===== config.mk =====
export PLATFORM = sky130hd
export DESIGN_NAME = piso_stream
export DESIGN_NICKNAME = d
export VERILOG_FILES = /design/src/rtl/piso_pkg.sv /design/src/rtl/piso_hold_reg.sv /design/src/rtl/piso_stream.sv
export SDC_FILE = /design/constraint.sdc
export NUM_CORES = 1
export LEC_CHECK = 0
export CORE_ASPECT_RATIO = 1.75
export CORE_MARGIN = 2
export CORE_UTILIZATION = 58
export DETAILED_ROUTE_END_ITERATION = 8
export GPL_ROUTABILITY_DRIVEN = 0
export GPL_TIMING_DRIVEN = 0
export PLACE_DENSITY = 0.83
export SKIP_LAST_GASP = 1
export SLEW_MARGIN = 10
export SYNTH_ARGS = -nofsm -noshare
export SYNTH_HDL_FRONTEND = slang
export SYNTH_SLANG_ARGS = --single-unit

===== constraint.sdc =====
create_clock -name clk -period 3.9 [get_ports clk]
set_clock_uncertainty 0.1 [all_clocks]
set_input_delay 0.78 -clock clk [delete_from_list [all_inputs] [get_ports clk]]
set_output_delay 0.78 -clock clk [all_outputs]
set_load 0.03 [all_outputs]

===== src/rtl/piso_pkg.sv =====
// Shared types and helpers for the parallel-in/serial-out stream serialiser.
package piso_pkg;

  typedef enum logic {
    IDLE  = 1'b0,
    SHIFT = 1'b1
  } piso_state_t;

  // Number of beats needed to emit one parallel word.
  function automatic int unsigned piso_beats(input int unsigned width,
                                             input int unsigned lanes);
    return width / lanes;
  endfunction

  // Beat counter width, never narrower than one bit.
  function automatic int unsigned piso_cw(input int unsigned beats);
    return (beats < 2) ? 1 : $clog2(beats);
  endfunction

endpackage


===== src/rtl/piso_hold_reg.sv =====
// One-word holding buffer that lets the next word queue behind the one being shifted.
module piso_hold_reg
  import piso_pkg::*;
#(
  parameter int unsigned WIDTH = 16
) (
  input  logic             clk,
  input  logic             rst,
  input  logic             load_i,
  input  logic             take_i,
  input  logic [WIDTH-1:0] data_i,
  output logic [WIDTH-1:0] data_o,
  output logic             valid_o
);

  logic [WIDTH-1:0] hbuf_q;
  logic             hvalid_q;

  // Load has priority; load and take never coincide because load needs an empty buffer.
  always_ff @(posedge clk) begin
    if (rst) begin
      hbuf_q   <= '0;
      hvalid_q <= 1'b0;
    end else if (load_i) begin
      hbuf_q   <= data_i;
      hvalid_q <= 1'b1;
    end else if (take_i) begin
      hvalid_q <= 1'b0;
    end
  end

  assign data_o  = hbuf_q;
  assign valid_o = hvalid_q;

endmodule


===== src/rtl/piso_stream.sv =====
// Parallel-in/serial-out serialiser with valid/ready on both sides and a one-word
// holding buffer so back-to-back words stream without idle beats.
module piso_stream
  import piso_pkg::*;
#(
  parameter int unsigned WIDTH     = 16,
  parameter int unsigned LANES     = 1,
  parameter bit          MSB_FIRST = 1'b0
) (
  input  logic             clk,
  input  logic             rst,
  input  logic             in_valid,
  output logic             in_ready,
  input  logic [WIDTH-1:0] in_data,
  output logic             out_valid,
  input  logic             out_ready,
  output logic [LANES-1:0] out_data,
  output logic             out_first,
  output logic             out_last
);

  localparam int unsigned    BEATS    = piso_beats(WIDTH, LANES);
  localparam int unsigned    CW       = piso_cw(BEATS);
  localparam logic [CW-1:0]  LAST_CNT = CW'(BEATS - 1);

  // Reject illegal geometries at elaboration.
  if (WIDTH < 2) begin : g_bad_width
    $error("piso_stream: WIDTH must be at least 2");
  end
  if ((WIDTH % LANES) != 0) begin : g_bad_lanes
    $error("piso_stream: WIDTH must be a multiple of LANES");
  end

  piso_state_t      state_q, state_d;
  logic [WIDTH-1:0] sreg_q, sreg_d;
  logic [CW-1:0]    cnt_q, cnt_d;
  logic [WIDTH-1:0] hbuf;
  logic             hvalid;
  logic             hold_load, hold_take;
  logic             acc, bt, last_bt;
  logic [WIDTH-1:0] sreg_sh;

  assign in_ready  = ~hvalid & ~rst;
  assign out_valid = (state_q == SHIFT);
  assign out_first = (cnt_q == '0);
  assign out_last  = (cnt_q == LAST_CNT);

  assign acc     = in_valid & in_ready;
  assign bt      = out_valid & out_ready;
  assign last_bt = bt & out_last;

  // Move the next beat to the output end, zero-filling behind it.
  assign sreg_sh = MSB_FIRST ? (sreg_q << LANES) : (sreg_q >> LANES);

  if (MSB_FIRST) begin : g_msb
    assign out_data = sreg_q[WIDTH-1 -: LANES];
  end else begin : g_lsb
    assign out_data = sreg_q[LANES-1:0];
  end

  piso_hold_reg #(.WIDTH(WIDTH)) u_hold (
    .clk    (clk),
    .rst    (rst),
    .load_i (hold_load),
    .take_i (hold_take),
    .data_i (in_data),
    .data_o (hbuf),
    .valid_o(hvalid)
  );

  // State, shift register and beat counter.
  always_ff @(posedge clk) begin
    if (rst) begin
      state_q <= IDLE;
      sreg_q  <= '0;
      cnt_q   <= '0;
    end else begin
      state_q <= state_d;
      sreg_q  <= sreg_d;
      cnt_q   <= cnt_d;
    end
  end

  // Next-state: load a word, shift a beat, or chain the next word on the last beat.
  always_comb begin
    state_d   = state_q;
    sreg_d    = sreg_q;
    cnt_d     = cnt_q;
    hold_load = 1'b0;
    hold_take = 1'b0;
    case (state_q)
      IDLE: begin
        if (acc) begin
          sreg_d  = in_data;
          cnt_d   = '0;
          state_d = SHIFT;
        end
      end
      SHIFT: begin
        if (last_bt) begin
          if (hvalid) begin
            sreg_d    = hbuf;
            cnt_d     = '0;
            hold_take = 1'b1;
          end else if (acc) begin
            sreg_d = in_data;
            cnt_d  = '0;
          end else begin
            state_d = IDLE;
          end
        end else begin
          if (bt) begin
            sreg_d = sreg_sh;
            cnt_d  = cnt_q + CW'(1);
          end
          if (acc) begin
            hold_load = 1'b1;
          end
        end
      end
      default: state_d = IDLE;
    endcase
  end

endmodule


* Word-level counts from Yosys, hierarchy flattened
Index checks and enable logic that the tools add are counted.
Storage, ports and cells: bits in writable memories 0, memories kept 0, bits in latches 0, bits of input ports 20, word-level logic and storage cells 38, register bits after elaboration 38, output and inout port bits 5, memory bits (read-only) 0
Cells by class: equality and inequality tests 2, multiply operators 0, muxes and demuxes 21, bitwise logic cells 7, add/subtract/negate cells 1, $lt $le $gt $ge 0, divide/modulo/power cells 0, reduce and logical (&&, ||, !) cells 2, shift operators 0
Operators with widths (count):
- 2-to-1 mux 16 bit | 4
- one-hot mux 16 bit (2 select lines) | 1
- 2-to-1 mux 4 bit | 4
- 2-to-1 mux 1 bit | 10
- one-hot mux 4 bit (2 select lines) | 1
- adder 4 x 1 -> 4 bit, second input constant | 1
- bitwise AND 1 bit | 4
- == test 4 bit, second input constant | 1
- logical NOT 4 bit | 1
- inequality test 3 x 1 -> 1 bit, second input constant | 1
- NOT 1 bit | 3
- one-hot mux 1 bit (2 select lines) | 1
- nonzero test 2 bit | 1

* Depth between registers and ports, before layout
word-level depth 7, depth in mapped cells 7

* Hierarchy
From an unflattened synthesis, not the netlist that was laid out.
Unflattened totals: cell total of the unflattened synthesis 219, area, all modules 1901.8 µm²
Modules (own cells, without submodules):
- piso_stream | area an instance 1285.0 µm², times used 1, cells each 163, seq. area each 420.4 µm²
- piso_hold_reg | area an instance 616.8 µm², times used 1, cells each 56, seq. area each 340.3 µm²

* Worst setup path before layout
OpenSTA, ideal clock, no wires.
path type input -> output, start point input rst, end point output in_ready, data required time 3020 ps, path slack 1432 ps, arrival 1588 ps, cell stages on the path 3, path through clkbuf_1 > buf_1 > nor2_1
Between the ends: longest elaborated chain between the ends 2
RTL lines:
- start: declaration | RTL line piso_stream.sv:11 | input logic rst,
- NOT 1 bit | RTL line piso_stream.sv:43 | assign in_ready = ~hvalid & ~rst;
- bitwise AND 1 bit | RTL line piso_stream.sv:43
- end: declaration | RTL line piso_stream.sv:13 | output logic in_ready,
Every way passes these cells.

* Final worst setup path
Ends and elaborated chain as after synthesis.

==> out/qor.yml <==
critical_path_class: "primary input to output pin"
synthAdderAreaFrac: 0.0129
dpl_worst_slack_ps: 201
htree_levels: 2
synth_compound_area_frac: 0.166
dieArea_mm2: 0.00383
synth_cells: 213
n_fill_cell: 263
grt_pass1_vias: 1532
num_vias: 1638
cts_tree: "done"
p_leak_nw: 0.938
yosysTopAreaCell: "dfxtp_1"
slew_headroom: 0.681
cts-root-buf: "clkbuf_8"
die_w_um: 47.6
synthSimpleGateAreaFrac: 0.184
syn_nets: 235
rows: 27
timing.max_cap.violations: 0
viasPerCell: 5.71
cts_hold_buf: 0
drtPass1Iterations: 4
worstPathMaxFanout: 10
rsz0062_at_grt: "false"
ioPinCount: 25
drive_gt1_frac: 0.168
post_cts_resized: 0
ant_nets: 0
vdd_drop_max_mv: 0.420
cts.sink_count: 38
hpwlAfterDp_um: 3090
first_iter_violations: 59
tightest_slew_ps: 479
wl_um: 4170
die_h_um: 80.4
p_per_area_mw_per_mm2: 373
end_kind: "output pin"
yosys_warnings: 0
start_util: 0.609
post-route-period-util: 0.939
rrSetupSlack_ps: 2030
worst_slack_ps: 237
clockBufferDepth: 2
yosysSeqAreaShare: 0.394
status: "complete, no violations"
clock.fmax_ghz: 0.273
setup_viol: 0
period_needed_ps: 3660
finalNonFillerCells: 287
drc: 0
crit_arrival_ps: 2780
postCtsSetupBuffers: 0
crit_path_start_kind: "primary input"
antenna_found_initial: 0
grt_usage: 0.246
core_area_mm2: 0.00318
cts_buffers: 5
synthToLayoutAreaGrowth_pct: 20.3
synth_top_family_by_area: "simple AND/OR/NAND/NOR gates"
synthMuxAreaShare: 0.175
ys_types: 36
hold_viol_final: 0
wl_per_cell_um: 14.5
cp.required_ps: 3020
final_nets: 265
yosys-top-cells-area: "dfxtp_1 (39%), mux2i_1 (8.8%), mux2_2 (8.7%)"
hp-class: "register to register"
clk_latency_ps: 290
ys_ff_latch: 38
io_buffers: 23
syn_area_mm2: 0.00193
synthXorXnorAreaFrac: 0
fin_setup_tns_ps: 0
p_total_w: 0.000868
path_clk_slew_ps: 80
grt_pass1_wl_um: 6760
synth_top_area_share: 0.394
grt_max_degree: 13
placedCellCount: 279
n_antenna_cell: 0
syn_avg_cell_area_um2: 9.08
grt.overflow.total: 0
hold-worst-slack_ps: 384
finalMaxSlewViolations: 0
layer usage:
layer,wire [um],global-route usage,vias to the layer above
li1,-,-,816
met1,1650,0.263,768
met2,2290,0.439,45
met3,152,0.0562,9
met4,85,0.0892,0
met5,0,0,-
metrics by stage:
step | util | area [um2]
final | 0.732 | 2330
after CTS | 0.732 | 2330
after global placement | 0.698 | 2220
after floorplan | - | 1930
after global routing | 0.732 | 2330
after detailed placement | 0.698 | 2220
placed cells by master (no fill, tap or decap), types with 4 or more instances in the layout:
cell / count
clkbuf_8: 5
nand2_1: 35
a21oi_1: 6
o21ai_0: 4
mux2_2: 15
a31oi_1: 16
inv_1: 7
nor2_1: 21
dfxtp_1: 38
mux2i_1: 17
a22oi_1: 15
clkdlybuf4s50_1: 23
cell usage after synthesis (all sizes together):
cell type and number:
a21oi 6, a221oi 1, a22o 1, a22oi 15, a31oi 16, buf 11, clkbuf 4, dfxtp 38
ha 2, inv 7, mux2 15, mux2i 17, nand2 35, nand2b 2, nand3 3, nand4 2
nor2 23, nor2b 1, nor3 3, nor3b 2, o21ai 5, o221ai 1, o22ai 1, o32ai 1
or3 1
worst paths after layout:
check / end / cells after the start / start
setup / recovery: in_ready / 5 / rst
hold / removal: sreg_q[14]$_SDFFE_PP0P_ / 2 / sreg_q[15]$_SDFFE_PP0P_
setup reg to reg: sreg_q[5]$_SDFFE_PP0P_ / 6 / cnt_q[1]$_SDFFE_PP0P_
hold reg to reg: sreg_q[14]$_SDFFE_PP0P_ / 2 / sreg_q[15]$_SDFFE_PP0P_
area by class of cell:
| cell class | count | area, um2 | area share |
|---|---|---|---|
| Clock inverter | 3 | 40.0 | 0.0172 |
| Clock buffer | 5 | 68.8 | 0.0296 |
| Sequential cell | 38 | 761 | 0.327 |
| Timing Repair Buffer | 23 | 230 | 0.0990 |
| Tap cell | 43 | 53.8 | 0.0231 |
| Multi-Input combinational cell | 153 | 1040 | 0.447 |
| Buffer | 15 | 106 | 0.0457 |
| Inverter | 7 | 26.3 | 0.0113 |
sequential cells by signal, indices dropped and copies added (netlist names):
name / cells
sreg_q: 16
u_hold.data_o: 16
cnt_q: 4
out_valid: 1
u_hold.valid_o: 1
logic make-up after synthesis:
group                      count (synthesis)
and+or+nand+nor                           72
adders and majority gates                  2
muxes                                     32
DFF                                       38
buffers and inverters                     22
AOI/OAI and AO/OA                         47
worst max-delay path: stages:
cell	delay (ps)
clkdlybuf4s50_1	520
clkbuf_1	370
buf_1	440
nor2_1	70
clkdlybuf4s50_1	600
power breakdown:
part / leakage, nW / total (W) / switching (W) / internal [W]
clock network: 0.0579 / 0.000329 / 0.000141 / 0.000188
logic: 0.572 / 0.000125 / 0.0000630 / 0.0000620
registers: 0.309 / 0.000414 / 0.0000105 / 0.000403
Power figures use the tool's default switching activity.
